$ cat config.mk
export PLATFORM = sky130hd
export DESIGN_NAME = sram_march_bist
export DESIGN_NICKNAME = d
export VERILOG_FILES = /design/src/rtl/sram_march_bist_pkg.sv /design/src/rtl/sram_march_bist_addr_gen.sv /design/src/rtl/sram_march_bist.sv
export SDC_FILE = /design/constraint.sdc
export NUM_CORES = 1
export LEC_CHECK = 0
export CORE_UTILIZATION = 46
export DETAILED_ROUTE_END_ITERATION = 12
export GPL_TIMING_DRIVEN = 1
export PLACE_DENSITY_LB_ADDON = 0.2
export RECOVER_POWER = 50
export SLEW_MARGIN = 20
export SYNTH_ARGS = -nofsm -noshare
export SYNTH_HDL_FRONTEND = slang
export SYNTH_SLANG_ARGS = --single-unit
$ cat constraint.sdc
create_clock -name clk -period 2.6 [get_ports clk]
set_input_delay 0.52 -clock clk [delete_from_list [all_inputs] [get_ports clk]]
set_output_delay 0.52 -clock clk [all_outputs]
set_load 0.02 [all_outputs]
$ cat src/rtl/sram_march_bist_pkg.sv
// sram_march_bist_pkg: state encodings and March C- element table for the SRAM BIST
package sram_march_bist_pkg;
  typedef enum logic [2:0] {S_IDLE, S_WR, S_RD, S_RWAIT, S_DONE} state_t;
  localparam logic [2:0] E0 = 3'd0;
  localparam logic [2:0] E1 = 3'd1;
  localparam logic [2:0] E2 = 3'd2;
  localparam logic [2:0] E3 = 3'd3;
  localparam logic [2:0] E4 = 3'd4;
  localparam logic [2:0] E5 = 3'd5;
  localparam logic [7:0] EL_DOWN = 8'b0001_1000;
  localparam logic [7:0] EL_RD   = 8'b0011_1110;
  localparam logic [7:0] EL_WR   = 8'b0001_1111;
  localparam logic [7:0] EL_RVAL = 8'b0001_0100;
  localparam logic [7:0] EL_WVAL = 8'b0000_1010;
  function automatic state_t first_state(input logic [2:0] e);
    return EL_RD[e] ? S_RD : S_WR;
  endfunction
endpackage

$ cat src/rtl/sram_march_bist_addr_gen.sv
// sram_march_bist_addr_gen: up/down address counter with load-to-first-address and last-address flag
module sram_march_bist_addr_gen #(
  parameter int AW = 8
) (
  input  logic          clk,
  input  logic          rst,
  input  logic          load,
  input  logic          load_down,
  input  logic          en,
  output logic [AW-1:0] addr,
  output logic          last
);
  logic down;
  // direction is latched on load so the element walks one way until the next load
  always_ff @(posedge clk) begin
    if (rst) begin
      addr <= '0;
      down <= 1'b0;
    end else if (load) begin
      addr <= load_down ? '1 : '0;
      down <= load_down;
    end else if (en) begin
      addr <= down ? addr - AW'(1) : addr + AW'(1);
    end
  end
  assign last = down ? (addr == '0) : (addr == '1);
endmodule

$ cat src/rtl/sram_march_bist.sv
// sram_march_bist: March C- BIST controller with first-failure capture
module sram_march_bist
  import sram_march_bist_pkg::*;
#(
  parameter int AW = 8,
  parameter int DW = 4,
  parameter int RD_LAT = 1,
  parameter int STOP_ON_FAIL = 0
) (
  input  logic          clk,
  input  logic          rst,
  input  logic          start,
  input  logic          abort,
  output logic [AW-1:0] sram_addr,
  output logic [DW-1:0] sram_din,
  output logic          sram_wen,
  input  logic [DW-1:0] sram_dout,
  output logic          busy,
  output logic          done,
  output logic          pass,
  output logic [AW-1:0] fail_addr,
  output logic [2:0]    fail_elem,
  output logic [DW-1:0] fail_syn
);
  state_t state, state_n;
  logic [2:0] elem, elem_n, elem_nx;
  logic [DW-1:0] wval, rval, last_w;
  logic fail, cmp, mism, start_ok, step;
  logic ag_load, ag_load_down, ag_en, ag_last;
  sram_march_bist_addr_gen #(.AW(AW)) u_addr_gen (
    .clk(clk),
    .rst(rst),
    .load(ag_load),
    .load_down(ag_load_down),
    .en(ag_en),
    .addr(sram_addr),
    .last(ag_last)
  );
  assign elem_nx  = elem + 3'd1;
  assign wval     = {DW{EL_WVAL[elem]}};
  assign rval     = {DW{EL_RVAL[elem]}};
  assign cmp      = (state == S_RWAIT) || (state == S_RD && RD_LAT == 0);
  assign mism     = cmp && (sram_dout != rval);
  assign start_ok = start && !abort && (state == S_IDLE || state == S_DONE);
  assign busy     = state == S_WR || state == S_RD || state == S_RWAIT;
  assign done     = state == S_DONE;
  assign pass     = done && !fail;
  assign sram_wen = state == S_WR;
  assign sram_din = sram_wen ? wval : last_w;
  // sequencing: abort beats start, early stop beats normal stepping; elements chain with no gap
  always_comb begin
    state_n      = state;
    elem_n       = elem;
    ag_load      = 1'b0;
    ag_load_down = 1'b0;
    ag_en        = 1'b0;
    step         = 1'b0;
    if (abort) begin
      state_n = S_IDLE;
    end else if (start_ok) begin
      state_n      = S_WR;
      elem_n       = E0;
      ag_load      = 1'b1;
      ag_load_down = EL_DOWN[E0];
    end else if (mism && STOP_ON_FAIL != 0) begin
      state_n = S_DONE;
    end else begin
      step = state == S_WR || (cmp && !EL_WR[elem]);
      if (state == S_RD && RD_LAT != 0) state_n = S_RWAIT;
      else if (cmp && EL_WR[elem]) state_n = S_WR;
      if (step && ag_last) begin
        state_n      = elem == E5 ? S_DONE : first_state(elem_nx);
        elem_n       = elem == E5 ? elem : elem_nx;
        ag_load      = elem != E5;
        ag_load_down = EL_DOWN[elem_nx];
      end else if (step) begin
        state_n = first_state(elem);
        ag_en   = 1'b1;
      end
    end
  end
  // state, held write data and sticky first-failure capture
  always_ff @(posedge clk) begin
    if (rst) begin
      state     <= S_IDLE;
      elem      <= E0;
      last_w    <= '0;
      fail      <= 1'b0;
      fail_addr <= '0;
      fail_elem <= '0;
      fail_syn  <= '0;
    end else begin
      state <= state_n;
      elem  <= elem_n;
      if (sram_wen) last_w <= wval;
      if (start_ok) begin
        fail      <= 1'b0;
        fail_addr <= '0;
        fail_elem <= '0;
        fail_syn  <= '0;
      end else if (mism) begin
        fail <= 1'b1;
        if (!fail) begin
          fail_addr <= sram_addr;
          fail_elem <= elem;
          fail_syn  <= rval ^ sram_dout;
        end
      end
    end
  end
endmodule

# Yosys cells after proc, flatten, opt, wreduce, memory -nomap -nowiden
# Memory sizes are Yosys's and may differ from the RTL's. A register that Yosys moved wholly into a read port is not among the register bits.
# Cells that the tools add are included.
[classes]
n_addsub = 3
magnitude_cmp = 2
eq_ne = 9
n_mux = 41
bitwise_logic = 3
n_reduce_logical = 25
[op_table]
columns = ["op", "count"]
rows = [
  ["$mux 3", 16],
  ["$mux 8", 4],
  ["$mux 1", 18],
  ["$add 8x1->8 const B", 1],
  ["$eq 8x8->1 const B", 1],
  ["$logic_not 8->1", 1],
  ["$lt 3x4->1 const B", 2],
  ["$sub 8x1->8 const B", 1],
  ["$logic_and 1x1->1", 7],
  ["$eq 3x2->1 const B", 2],
  ["$eq 3x3->1 const B", 2],
  ["$reduce_bool 5->1", 1],
  ["$logic_or 1x1->1", 4],
  ["$mux 2", 2],
  ["$mux 4", 1],
  ["$ne 4x4->1", 1],
  ["$reduce_bool 2->1", 2],
  ["$reduce_bool 4->1", 1],
  ["$reduce_or 2->1", 2],
  ["$xor 4x4->4", 1],
  ["$add 3x1->3 const B", 1],
  ["$eq 3x1->1 const B", 1],
  ["$logic_not 1->1", 3],
  ["$logic_not 3->1", 1],
  ["other kinds (6)", 7],
]
[word_totals]
ff_bits = 35
mem_bits_ro = 48
inputBits = 8
output_inout_bits = 31
word_cells = 99
mem_count = 6
[memory_table]
columns = ["memory", "words", "width", "rd", "rd_ports_with_merged_regs", "write_ports", "line", "source"]
rows = [
  ["(no name shown)", 8, 1, 1, 1, 0, "sram_march_bist_pkg.sv:16", "return EL_RD[e] ? S_RD : S_WR;"],
  ["(no name shown)", 8, 1, 1, 0, 0, "sram_march_bist.sv:75", "ag_load_down = EL_DOWN[elem_nx];"],
  ["(no name shown)", 8, 1, 1, 0, 0, "sram_march_bist_pkg.sv:16", ""],
  ["(no name shown)", 8, 1, 1, 1, 0, "sram_march_bist.sv:70", "else if (cmp && EL_WR[elem]) state_n = S_WR;"],
  ["(no name shown)", 8, 1, 1, 1, 0, "sram_march_bist.sv:41", "assign rval = {DW{EL_RVAL[elem]}};"],
  ["(no name shown)", 8, 1, 1, 1, 0, "sram_march_bist.sv:40", "assign wval = {DW{EL_WVAL[elem]}};"],
]

# Longest topological paths before layout
# Gate-level depths: netlist (run 1).
[logic_depth]
depth_word = 11
mapped_depth = 11
ltp_nobuf = 9

# Hierarchy
# From an unflattened synthesis (run 1), not the netlist that was laid out.
[hier_totals]
cells_unflattened = 243
hier_area_um2 = 2157.1
[modules_own_cells]
columns = ["module", "n_inst", "cells_each", "area_per_inst_um2", "seq_area_each_um2"]
rows = [
  ["sram_march_bist", 1, 157, 1456.4, 600.6],
  ["sram_march_bist_addr_gen", 1, 86, 700.7, 180.2],
]

# Worst setup path before layout (run 1)
# OpenSTA, ideal clock, no wires.
[synth_timing]
kind = "register -> register"
from = "register u_addr_gen.addr[7]"
to = "register u_addr_gen.addr[0]"
setup_time_ps = 148
arrival_ps = 2152
required_ps = 2452
path_slack_ps = 300
stages_incl_launch_ff = 10
path_buffers = 2
period_less_slack_ps = 2300
cell_sequence = "dfxtp_1 -> inv_1 -> or3_1 -> o32ai_4 -> o21ai_4 -> o31a_1 -> buf_6 -> nor2b_4 -> buf_6 -> a221oi_2"
[synth_between]
elab_chain_len = 8
word_cells_on_any_way = 16
cone_classes = "eq/ne (1); mux (12); reduce/logical (3)"
[synth_lines]
columns = ["item", "line", "source"]
rows = [
  ["start, declared", "sram_march_bist_addr_gen.sv:10", "output logic [AW-1:0] addr,"],
  ["start signal, assigned", "sram_march_bist_addr_gen.sv:20", "addr <= load_down ? '1 : '0;"],
  ["start signal, assigned", "sram_march_bist_addr_gen.sv:23", "addr <= down ? addr - AW'(1) : addr + AW'(1);"],
  ["$eq 8x8->1 or $logic_not 8->1 (tied branches)", "sram_march_bist_addr_gen.sv:26", "assign last = down ? (addr == '0) : (addr == '1);"],
  ["$mux 1 *", "sram_march_bist_addr_gen.sv:26", ""],
  ["$logic_and 1x1->1 *", "sram_march_bist.sv:71", "if (step && ag_last) begin"],
  ["$mux 1", "sram_march_bist.sv:71", ""],
  ["$mux 1", "sram_march_bist.sv:60", "end else if (start_ok) begin"],
  ["$mux 1", "sram_march_bist.sv:58", "if (abort) begin"],
  ["$mux 8", "sram_march_bist_addr_gen.sv:20", ""],
  ["$mux 8", "sram_march_bist_addr_gen.sv:19", "end else if (load) begin"],
]
# Every way passes the cells marked *; elsewhere a longest branch is shown, timed or not.
# A chain may end at the register's enable or synchronous reset.

# Final worst setup path (run 1)
[layout_timing]
from = "register state[0]"
to = "output port sram_din[1]"
[layout_between]
elab_chain_len = 2
[layout_lines]
columns = ["item", "line", "source"]
rows = [
  ["start, declared", "sram_march_bist.sv:25", "state_t state, state_n;"],
  ["start signal, assigned", "sram_march_bist.sv:93", "state <= state_n;"],
  ["$eq 3x1->1", "sram_march_bist.sv:48", "assign sram_wen = state == S_WR;"],
  ["$mux 4", "--", ""],
  ["end, declared", "sram_march_bist.sv:15", "output logic [DW-1:0] sram_din,"],
]
# No other way between the ends.

==> metrics.md, run 1 <==
| Metric | Value |
|---|---|
| Post-synth EDFFs | 0 |
| Crit path max fanout | 5 |
| Mux share of post-synthesis cell area | 6.69% |
| Psw | 323 µW |
| Final core utilization | 62.9% |
| FF-to-FF End | u_addr_gen.addr[6]$_SDFFE_PP0P_ |
| CP startpoint kind | flip-flop |
| CTS Buffer Depth | 2 |
| All-layer global routing usage | 20.2% |
| Post-Route WL | 4820 µm |
| Global-route wire length before repair | 7870 µm |
| Clock power frac | 35.7% |
| Cell Pwr Density | 450 nW/µm² |
| HP Class | reg2reg |
| Adder-cell share of the synthesized area | 6.69% |
| I/O Buffers | 38 |
| Xor/xnor cell area share of the yosys netlist | 4.84% |
| Gr ovfl total | 0 |
| CTS tree | yes |
| Cell-internal power | 936 µW |
| Worst slew pin tran | 961 ps |
| Die area | 5000 µm² |
| Status | complete, but fails checks |
| FF-to-FF Start | u_addr_gen.addr[1]$_SDFFE_PP0P_ |
| Core area | 4440 µm² |
| Cell area after layout | 2790 µm² |
| Synthesis warning total | 0 |
| Area fraction in compound gates after synthesis | 19.0% |
| Worst-path clk slew | 70 ps |
| Share of post-route cells with drive strength above 1 | 15.8% |
| Peak Freq | 401 MHz |
| Area grow syn2layout | 28.7% |
| Post-route insts no fill | 337 |
| Ys async rst share | 0% |
| DRT antenna net count | 0 |
| Starting DRT DRC Count | 65 |
| Clock Sinks | 39 |
| Placed insts | 329 |
| MaxCap Viol Count | 0 |
| Max VDD drop | 0.241 mV |
| Vias in the first global route | 1,672 |
| Crit. End Element | primary output |
| Required @ worst endpoint | 2080 ps |
| DP Wirelength | 3560 µm |
| Power Total | 1.26 mW |
| Clock Latency Late Sink | 290 ps |
| Syn Std Cell Area | 2170 µm² |
| Initial DRT Pass Iterations | 8 |
| HP Start | fail_elem[0]$_SDFFE_PP0P_ |
| Largest net degree at the start of global routing | 20 |
| RSZ-0062 raised after global routing | no |
| Worst hold stages | 2 |
| I/O pin count | 39 |
| Worst reg-to-reg path cell count | 7 |
| Comb pwr share | 15.2% |
| Largest family of logic cells by synthesized area | simple AND/OR/NAND/NOR gates |
| Final Skew | 10.3 ps |
| Syn Inst Count | 233 |
| Syn_nets | 252 |
| Via count | 1,837 |
| Depth of the CTS H-tree | 2 |
| Starting Density | 48.8% |
| Root buf cell | clkbuf_8 |
| Synth Area in Simple Gates | 21.6% |
| Slew Viols, Final | 0 |
| Failing checks | design-rule violations |
| Seq/Total Area, Yosys | 36.0% |
| Tcrit/Tclk final | 95.9% |
| Die W | 70.7 µm |
| Crit path time final | 2490 ps |
| Sequential power share | 49.1% |
| DP Area | 2680 µm² |
| Placer Congestion | 0.786 |
| Initial antenna violation count | 0 |
| DRC viols | 4 |
| Reg2reg setup slack | 190 ps |
| Diodes inserted | 0 |
| Ys flop type | dfxtp_1 |
| Die height | 70.7 µm |
| Worst endpoint data arrival time | 1970 ps |
| Drt wl/cell | 14.3 µm |
| Rows | 24 |
| Switching Fraction | 25.6% |
| Syn avg cell area | 9.32 µm² |
| Min-Delay Endpoint | fail_elem[0]$_SDFFE_PP0P_ |
| # setup viols final | 0 |
| WS Path Type | reg2out |
| Yosys reg bits | 39 |
| Via-per-instance ratio | 5.45 |
| Leak | 1.17 nW |
| Final Hold Fails | 0 |
| CTS buffer count | 5 |
| Yosys cell types | 49 |
| Slew HR | 35.9% |
| Nets | 303 |
| Layout filler cell count | 385 |
repair_timing:
action	4_1_cts	5_1_grt
gates resized for setup	2	3
setup endpoints to repair	4	4
cloned	0	0
setup buffers	0	0
hold buffers	0	0
state kept, by name, summed over array words and instances, names as in the netlist, 3 cells and up, named ones only:
| name | flops |
|---|---|
| fail_addr | 8 |
| u_addr_gen.addr | 8 |
| fail_syn | 4 |
| last_w | 4 |
| elem | 3 |
| fail_elem | 3 |
| state | 3 |
Yosys cell counts (2+ instances only):
cell type / count / area share (%)
inv_1: 15 / 2.6
dfxtp_1: 39 / 36
o31a_1: 2 / 0.81
xnor2_1: 10 / 4.0
nand2_1: 15 / 2.6
or2b_1: 2 / 0.69
a31oi_1: 3 / 0.86
ha_1: 10 / 5.8
a221oi_2: 8 / 5.5
xor2_1: 2 / 0.81
or2_2: 2 / 0.58
or3_1: 3 / 0.86
buf_6: 2 / 1.0
mux2i_1: 13 / 6.0
clkbuf_1: 5 / 0.86
nor2b_1: 6 / 1.7
a21o_1: 4 / 1.4
nor4_1: 2 / 0.58
nor2_1: 26 / 4.5
o211ai_1: 2 / 0.69
nor3_1: 6 / 1.4
nand3_1: 6 / 1.4
buf_2: 3 / 0.69
a21oi_1: 7 / 1.6
o21ai_0: 7 / 1.6
o21bai_1: 3 / 1.0
and3_1: 2 / 0.58
and2_1: 3 / 0.86
nand4b_1: 2 / 0.81
a211oi_1: 4 / 1.4
per-layer routing:
| layer | GRT usage [%] | share of wire (%) | up-vias |
|---|---|---|---|
| li1 | - | - | 934 |
| met1 | 26.5 | 49 | 848 |
| met2 | 31.6 | 44 | 47 |
| met3 | 4.99 | 5.6 | 8 |
| met4 | 8.44 | 1.4 | 0 |
| met5 | 0 | 0 | - |
placed cells by master (no fill, tap or decap), types with 8 or more instances in the layout:
| cell type | count |
|---|---|
| a221oi_2 | 8 |
| buf_4 | 15 |
| clkdlybuf4s50_1 | 13 |
| dfxtp_1 | 38 |
| dlygate4sd3_1 | 23 |
| ha_1 | 10 |
| inv_1 | 15 |
| mux2i_1 | 13 |
| nand2_1 | 15 |
| nor2_1 | 26 |
| xnor2_1 | 10 |
area by class of cell:
class                           instances  area, µm²  share of cell area, %
Clock inverter                          1       7.51                  0.269
Timing Repair Buffer                   54        502                   18.0
Tap cell                               52       65.1                   2.33
Multi-Input combinational cell        169       1280                   46.0
Clock buffer                            7       96.3                   3.45
Sequential cell                        39        782                   28.0
Inverter                               15       56.3                   2.02
power groups by stage:
| stage | combinational [mW] | sequential, mW | clock [mW] |
|---|---|---|---|
| 4_1_cts | 0.197 | 0.618 | 0.463 |
| 5_1_grt | 0.206 | 0.620 | 0.491 |
| 2_1_floorplan | 0.104 | 0.647 | 0 |
| 3_5_place_dp | 0.195 | 0.631 | 0 |
| 6_report | 0.192 | 0.618 | 0.449 |
| 3_3_place_gp | 0.192 | 0.631 | 0 |
cell families after synthesis:
| logic type | after synthesis |
|---|---|
| AO/OA/AOI/OAI | 47 |
| XOR/XNOR | 12 |
| adder cells (fa/ha/maj) | 11 |
| buffers and inverters | 25 |
| flip-flops | 39 |
| multiplexers | 14 |
| AND/OR/NAND/NOR | 85 |
worst max path at each step:
stage | startpoint | endpoint | slack [ps]
2_1_floorplan | u_addr_gen.addr[7]$_SDFFE_PP0P_ | u_addr_gen.addr[0]$_SDFFE_PP0P_ | 300
3_3_place_gp | abort | u_addr_gen.addr[0]$_SDFFE_PP0P_ | -30
3_5_place_dp | sram_dout[1] | fail_addr[6]$_SDFFE_PP0P_ | -70
4_1_cts | state[0]$_SDFFE_PP0P_ | sram_din[0] | 20
5_1_grt | state[0]$_SDFFE_PP0P_ | sram_din[3] | 8
6_report | state[0]$_SDFFE_PP0P_ | sram_din[1] | 110
critical path, cell delays in order (launching register included):
cell and delay (ps):
dfxtp_2 380, nor2b_4 210, nand2b_1 100, inv_1 70, and2_1 200, a21o_1 120
clkdlybuf4s50_1 600
through the flow:
stage / hold WS (ps) / setup TNS [ps] / setup slack [ps]
after floorplan: 450 / 0 / 300
after global placement: 473 / -282 / -32.8
after detailed placement: 488 / -921 / -72.9
after CTS: 504 / 0 / 20.9
after global routing: 529 / 0 / 7.85
final: 494 / 0 / 108
No activity file was read; power rests on OpenSTA's default activity.
==> run 2: changes to the inputs <==
--- a/config.mk
+++ b/config.mk
@@ -10,6 +10,7 @@
 export GPL_TIMING_DRIVEN = 1
 export PLACE_DENSITY_LB_ADDON = 0.2
 export RECOVER_POWER = 50
+export SKIP_CTS_REPAIR_TIMING = 1
 export SLEW_MARGIN = 20
 export SYNTH_ARGS = -nofsm -noshare
 export SYNTH_HDL_FRONTEND = slang
==> run 2 against run 1 <==
Net effect:
- the run still ends with design-rule violations left
- sequential power about the same
- maximum frequency fell by 0.45%
- via count shrank 0.22%
- core utilization unchanged
- combinational power about the same
- clock skew about the same
- global-route usage down 0.090 points
- worst hold slack unchanged
- die area unchanged
- clock-buffer cell count did not move
- highest routed layer unchanged
==> metrics.md, run 2 (synthesized netlist as in run 1, its figures left out) <==
| Metric | Value |
|---|---|
| Rows | 24 (unchanged) |
| Share of post-route cells with drive strength above 1 | 15.8% (unchanged) |
| Commonest cells after routing, fill and taps aside | 38 x dfxtp_1, 26 x nor2_1, 23 x dlygate4sd3_1 |
| Die height | 70.7 µm (unchanged) |
| Worst hold stages | 2 (unchanged) |
| FF+latch area | 782 µm² (unchanged) |
| CTS buffer count | 5 (unchanged) |
| Final Hold Fails | 0 (unchanged) |
| Placer Congestion | 0.786 (unchanged) |
| CP startpoint kind | flip-flop |
| MaxCap Viol Count | 0 (unchanged) |
| Initial antenna violation count | 0 (unchanged) |
| Vias in the first global route | 1,660 (-0.72%) |
| Place WS | -72.9 ps (unchanged) |
| Slowest stage cell, crit path | clkdlybuf4s50_1 |
| Starting Density | 48.8% (unchanged) |
| Via-per-instance ratio | 5.44 (-0.22%) |
| DRT antenna net count | 0 (unchanged) |
| Initial DRT Pass Iterations | 8 (unchanged) |
| Slew Viols, Final | 0 (unchanged) |
| Worst-path clk slew | 70 ps (about the same) |
| Depth of the CTS H-tree | 2 (unchanged) |
| Failing checks | design-rule violations |
| Worst slew pin tran | 961 ps (+0.173 ps) |
| Global-route wire length before repair | 7820 µm (-0.53%) |
| CTS Buffer Depth | 2 (unchanged) |
| Die W | 70.7 µm (unchanged) |
| I/O pin count | 39 (unchanged) |
| Max VDD drop | 0.241 mV (about the same) |
| DP Wirelength | 3560 µm (unchanged) |
| Root buf cell | clkbuf_8 |
| Clock Latency Late Sink | 290 ps (about the same) |
| Leak | 1.17 nW (unchanged) |
| Crit. End Element | primary output |
| Starting DRT DRC Count | 70 (+7.7%) |
| WS Path Type | reg2out |
| Crit path max fanout | 5 (unchanged) |
| Tcrit/Tclk final | 96.3% (+0.43 points) |
| Diodes inserted | 0 (unchanged) |
| Most common cell after layout, fill and taps aside | dfxtp_1 |
| Placed insts | 329 (unchanged) |
| Layout filler cell count | 387 (+0.52%) |
| DRC viols | 4 (unchanged) |
| Cell Pwr Density | 450 nW/µm² (about the same) |
| Status | complete, but fails checks |
| All-layer global routing usage | 20.1% (-0.090 points) |
| I/O Buffers | 38 (unchanged) |
| Area of the multi-input gates | 1280 µm² (unchanged) |
| Clock Sinks | 39 (unchanged) |
| Post-Route WL | 4810 µm (-0.17%) |
| Crit path time final | 2500 ps (+11.2 ps) |
| Power Total | 1.26 mW (about the same) |
| # setup viols final | 0 (unchanged) |
| Post-route insts no fill | 337 (unchanged) |
| Setup ws final | 96.5 ps (-11.2 ps) |
| Worst reg-to-reg path cell count | 7 (unchanged) |
| Biggest regs | fail_addr x8, u_addr_gen.addr x8 |
| Largest net degree at the start of global routing | 20 (unchanged) |
| Drt wl/cell | 14.3 µm (-0.17%) |
| HP Class | reg2reg |
| Core area | 4440 µm² (unchanged) |
| Final Skew | 9.95 ps (-0.326 ps) |
| Slew HR | 35.9% (about the same) |
| Worst endpoint data arrival time | 1980 ps (about the same) |
| Nets | 303 (unchanged) |
| RSZ-0062 raised after global routing | no |
| Area grow syn2layout | 28.7% (unchanged) |
| CP cell instances | nor2b_4 > nand2b_1 > inv_1 > and2_1 > a21o_1 > clkdlybuf4s50_1 |
| Die area | 5000 µm² (unchanged) |
| Fin Setup TNS | 0 ps (unchanged) |
| Peak Freq | 399 MHz (-0.45%) |
| CTS tree | yes |
| Gr ovfl total | 0 (unchanged) |
| Via count | 1,833 (-0.22%) |
| Required @ worst endpoint | 2080 ps (about the same) |
| Crit path largest cell delay | 600 ps (about the same) |
-- run 2: final cells by class --
cell class	instances	area share (%)
Multi-Input combinational cell	169	46.0
Sequential cell	39	28.0
Timing Repair Buffer	54	18.0
Clock buffer	7	3.45
Tap cell	52	2.33
Inverter	15	2.02
Clock inverter	1	0.269
-- run 2: layer usage --
layer  part of all wire [%]  GRT usage (%)
met2                     44           31.4
met1                     48           26.4
met4                    1.0           8.44
met3                    6.4           4.99
met5                      0              0
-- run 2: worst paths after layout --
kind	startpoint	endpoint	slack [ps]
setup / recovery	state[0]$_SDFFE_PP0P_	sram_din[1]	100
hold / removal	fail_elem[0]$_SDFFE_PP0P_	fail_elem[0]$_SDFFE_PP0P_	490
setup reg to reg	u_addr_gen.addr[1]$_SDFFE_PP0P_	u_addr_gen.addr[6]$_SDFFE_PP0P_	180
hold reg to reg	fail_elem[0]$_SDFFE_PP0P_	fail_elem[0]$_SDFFE_PP0P_	490
-- run 2: power breakdown --
group          total, mW  switching, mW  internal, mW
clock network      0.449          0.207         0.241
logic              0.191          0.104        0.0868
registers          0.618        0.00999         0.608
total               1.26          0.322         0.936
-- run 2: worst max-delay path: cells and delay by family (launching register included) --
kind	cells	cell delay (ps)
compound gates	1	120
buf+inv	2	680
flops	1	380
simple gates	3	520
-- run 2: through the flow --
step / instance area (µm²) / utilization (%) / hold slack, ps
3_3_place_gp: 2680 / 60.3 / 473
4_1_cts: 2780 / 62.6 / 504
3_5_place_dp: 2680 / 60.3 / 488
2_1_floorplan: 2170 / - / 450
5_1_grt: 2790 / 62.9 / 529
6_report: 2790 / 62.9 / 494
==> run 3: changes to the inputs <==
--- a/config.mk
+++ b/config.mk
@@ -5,6 +5,7 @@
 export SDC_FILE = /design/constraint.sdc
 export NUM_CORES = 1
 export LEC_CHECK = 0
+export CORE_MARGIN = 8
 export CORE_UTILIZATION = 46
 export DETAILED_ROUTE_END_ITERATION = 12
 export GPL_TIMING_DRIVEN = 1
==> run 3 against run 2 <==
Net effect:
- the run now ends clean
- sequential cell count is the same
- critical path depth increased by 1
- cell area increased by 0.45%
- highest routed layer unchanged
- non-clock buffer count is 1 higher
- largest power group unchanged
- routed wire length up 6.2%
- register-to-register slack improved by 130 ps
- die area grew 44%
- maximum frequency increased by 4.8%
==> metrics.md, run 3 (synthesized netlist as in run 1, its figures left out) <==
| Metric | Value |
|---|---|
| Nets | 304 (+0.33%) |
| Via count | 1,847 (+0.76%) |
| Post-Route WL | 5110 µm (+6.2%) |
| CP cell instances | dlygate4sd3_1 > a21oi_1 > or2_2 > o21ai_4 > clkbuf_1 > or2b_1 > a221oi_2 |
| WHS | 493 ps (-0.697 ps) |
| RSZ-0062 raised after global routing | no |
| CP startpoint kind | primary input |
| Largest net degree at the start of global routing | 20 (unchanged) |
| Depth of the CTS H-tree | 2 (unchanged) |
| Post-route insts no fill | 340 (+0.89%) |
| Placer Congestion | 0.901 (+15%) |
| Initial DRT Pass Iterations | 4 (-4) |
| Crit path largest cell delay | 670 ps (+70 ps) |
| Slew HR | 36.4% (+0.55 points) |
| Clock Latency Late Sink | 290 ps (about the same) |
| All-layer global routing usage | 15.0% (-5.1 points) |
| MaxCap Viol Count | 0 (unchanged) |
| Cell Pwr Density | 473 nW/µm² (+5.1%) |
| Worst slew pin tran | 953 ps (-8.20 ps) |
| Initial antenna violation count | 0 (unchanged) |
| HP Start | fail_addr[6]$_SDFFE_PP0P_ |
| Setup crit start | abort |
| Commonest cells after routing, fill and taps aside | 39 x dfxtp_1, 26 x nor2_1, 24 x dlygate4sd3_1 |
| Final Skew | 5.13 ps (-4.82 ps) |
| Biggest regs | fail_addr x8, u_addr_gen.addr x8 |
| CTS tree | yes |
| Peak Freq | 419 MHz (+4.8%) |
| Crit path time final | 2390 ps (-115 ps) |
| FF-to-FF Start | u_addr_gen.addr[7]$_SDFFE_PP0P_ |
| Crit path max fanout | 9 (+4) |
| Die area | 7170 µm² (+44%) |
| Required @ worst endpoint | 2810 ps (+730 ps) |
| Place WS | -83.5 ps (-10.6 ps) |
| Tcrit/Tclk final | 91.9% (-4.4 points) |
| Final core utilization | 60.6% (-2.2 points) |
| Slowest stage cell, crit path | dlygate4sd3_1 |
| Delay-heaviest family, CP | buffers and inverters |
| Most common cell after layout, fill and taps aside | dfxtp_1 |
| # setup viols final | 0 (unchanged) |
| Worst-path clk slew | 80 ps (about the same) |
| Starting Density | 46.9% (-2.0 points) |
| Power Total | 1.33 mW (+5.5%) |
| Via-per-instance ratio | 5.43 (-0.13%) |
| WS Path Type | in2reg |
| Die height | 84.7 µm (+20%) |
| Starting DRT DRC Count | 76 (+8.6%) |
| Global-route wire length before repair | 8910 µm (+14%) |
| Vias in the first global route | 1,858 (+12%) |
| Max VDD drop | 0.270 mV (+12%) |
| Placed insts | 332 (+0.91%) |
| Die W | 84.7 µm (+20%) |
| Final Hold Fails | 0 (unchanged) |
| Slew Viols, Final | 0 (unchanged) |
| Setup ws final | 212 ps (+115 ps) |
| HP Class | reg2reg |
| Gr ovfl total | 0 (unchanged) |
| DRC viols | 0 (-4) |
| Status | completed |
| Share of post-route cells with drive strength above 1 | 14.7% (-1.1 points) |
| Root buf cell | clkbuf_8 |
| Clock Sinks | 39 (unchanged) |
| CP bufs+invs | 2 (unchanged) |
| Crit. End Element | flip-flop |
| Area grow syn2layout | 29.3% |
| Rows | 25 (+4.2%) |
| Leak | 1.22 nW (+3.7%) |
| I/O Buffers | 38 (unchanged) |
| Drt wl/cell | 15.0 µm (+5.2%) |
| Worst endpoint data arrival time | 2600 ps (+620 ps) |
| DP Wirelength | 3990 µm (+12%) |
| Diodes inserted | 0 (unchanged) |
| CTS Buffer Depth | 2 (unchanged) |
| DRT antenna net count | 0 (unchanged) |
| Core area | 4630 µm² (+4.2%) |
| Layout filler cell count | 407 (+5.2%) |
| CTS buffer count | 5 (unchanged) |
| I/O pin count | 39 (unchanged) |
[run 3: cell types whose count changed in the layout (fill, tap and decap cells not counted), sizes merged]
cell | previous run | this run
dlymetal6s2s | 2 | 4
bufinv | 0 | 1
clkinv | 0 | 1
clkdlybuf4s50 | 13 | 10
buf | 15 | 14
clkinvlp | 1 | 0
dlygate4sd3 | 23 | 24
clkbuf | 8 | 9
[run 3: per-stage QoR]
| step | setup TNS (ps) | cell area [µm²] |
|---|---|---|
| global route | 0 | 2810 |
| finish | 0 | 2810 |
| detailed placement | -949 | 2690 |
| global placement | -137 | 2690 |
| floorplan | 0 | 2170 |
| CTS | -466 | 2810 |
[run 3: path summary, 6_finish.rpt]
check | endpoint | slack (ps) | cells past startpoint
setup reg to reg | u_addr_gen.addr[1]$_SDFFE_PP0P_ | 310 | 7
hold reg to reg | fail_addr[6]$_SDFFE_PP0P_ | 490 | 2
setup / recovery | u_addr_gen.addr[1]$_SDFFE_PP0P_ | 210 | 7
hold / removal | fail_addr[6]$_SDFFE_PP0P_ | 490 | 2
[run 3: power breakdown]
| group | internal, mW | switching, mW | total (mW) |
|---|---|---|---|
| Clock | 0.310 | 0.211 | 0.522 |
| Sequential | 0.608 | 0.0117 | 0.619 |
| Combinational | 0.0843 | 0.102 | 0.186 |
| Total | 1.00 | 0.325 | 1.33 |
[run 3: routing by layer]
metal	global-route usage, %	part of all wire (%)
met1	18.4	48
met2	24.3	45
met3	3.90	5.6
met4	5.50	1.5
met5	0	0
[run 3: worst register-to-register path, delay by kind of cell (launching register included)]
family | cells | cell delay (ps)
simple gates | 1 | 440
buf+inv | 2 | 320
flops | 1 | 410
compound gates | 4 | 1040
[run 3: final cells by class]
| cell class | instances | area [µm²] | area share [%] |
|---|---|---|---|
| sequential | 39 | 781 | 27.8 |
| clock buffer | 6 | 82.6 | 2.94 |
| timing repair buffer | 55 | 507 | 18.1 |
| multi-input combinational | 169 | 1280 | 45.5 |
| clock inverter | 2 | 35.0 | 1.25 |
| inverter | 15 | 56.3 | 2.01 |
| tap | 54 | 67.6 | 2.41 |
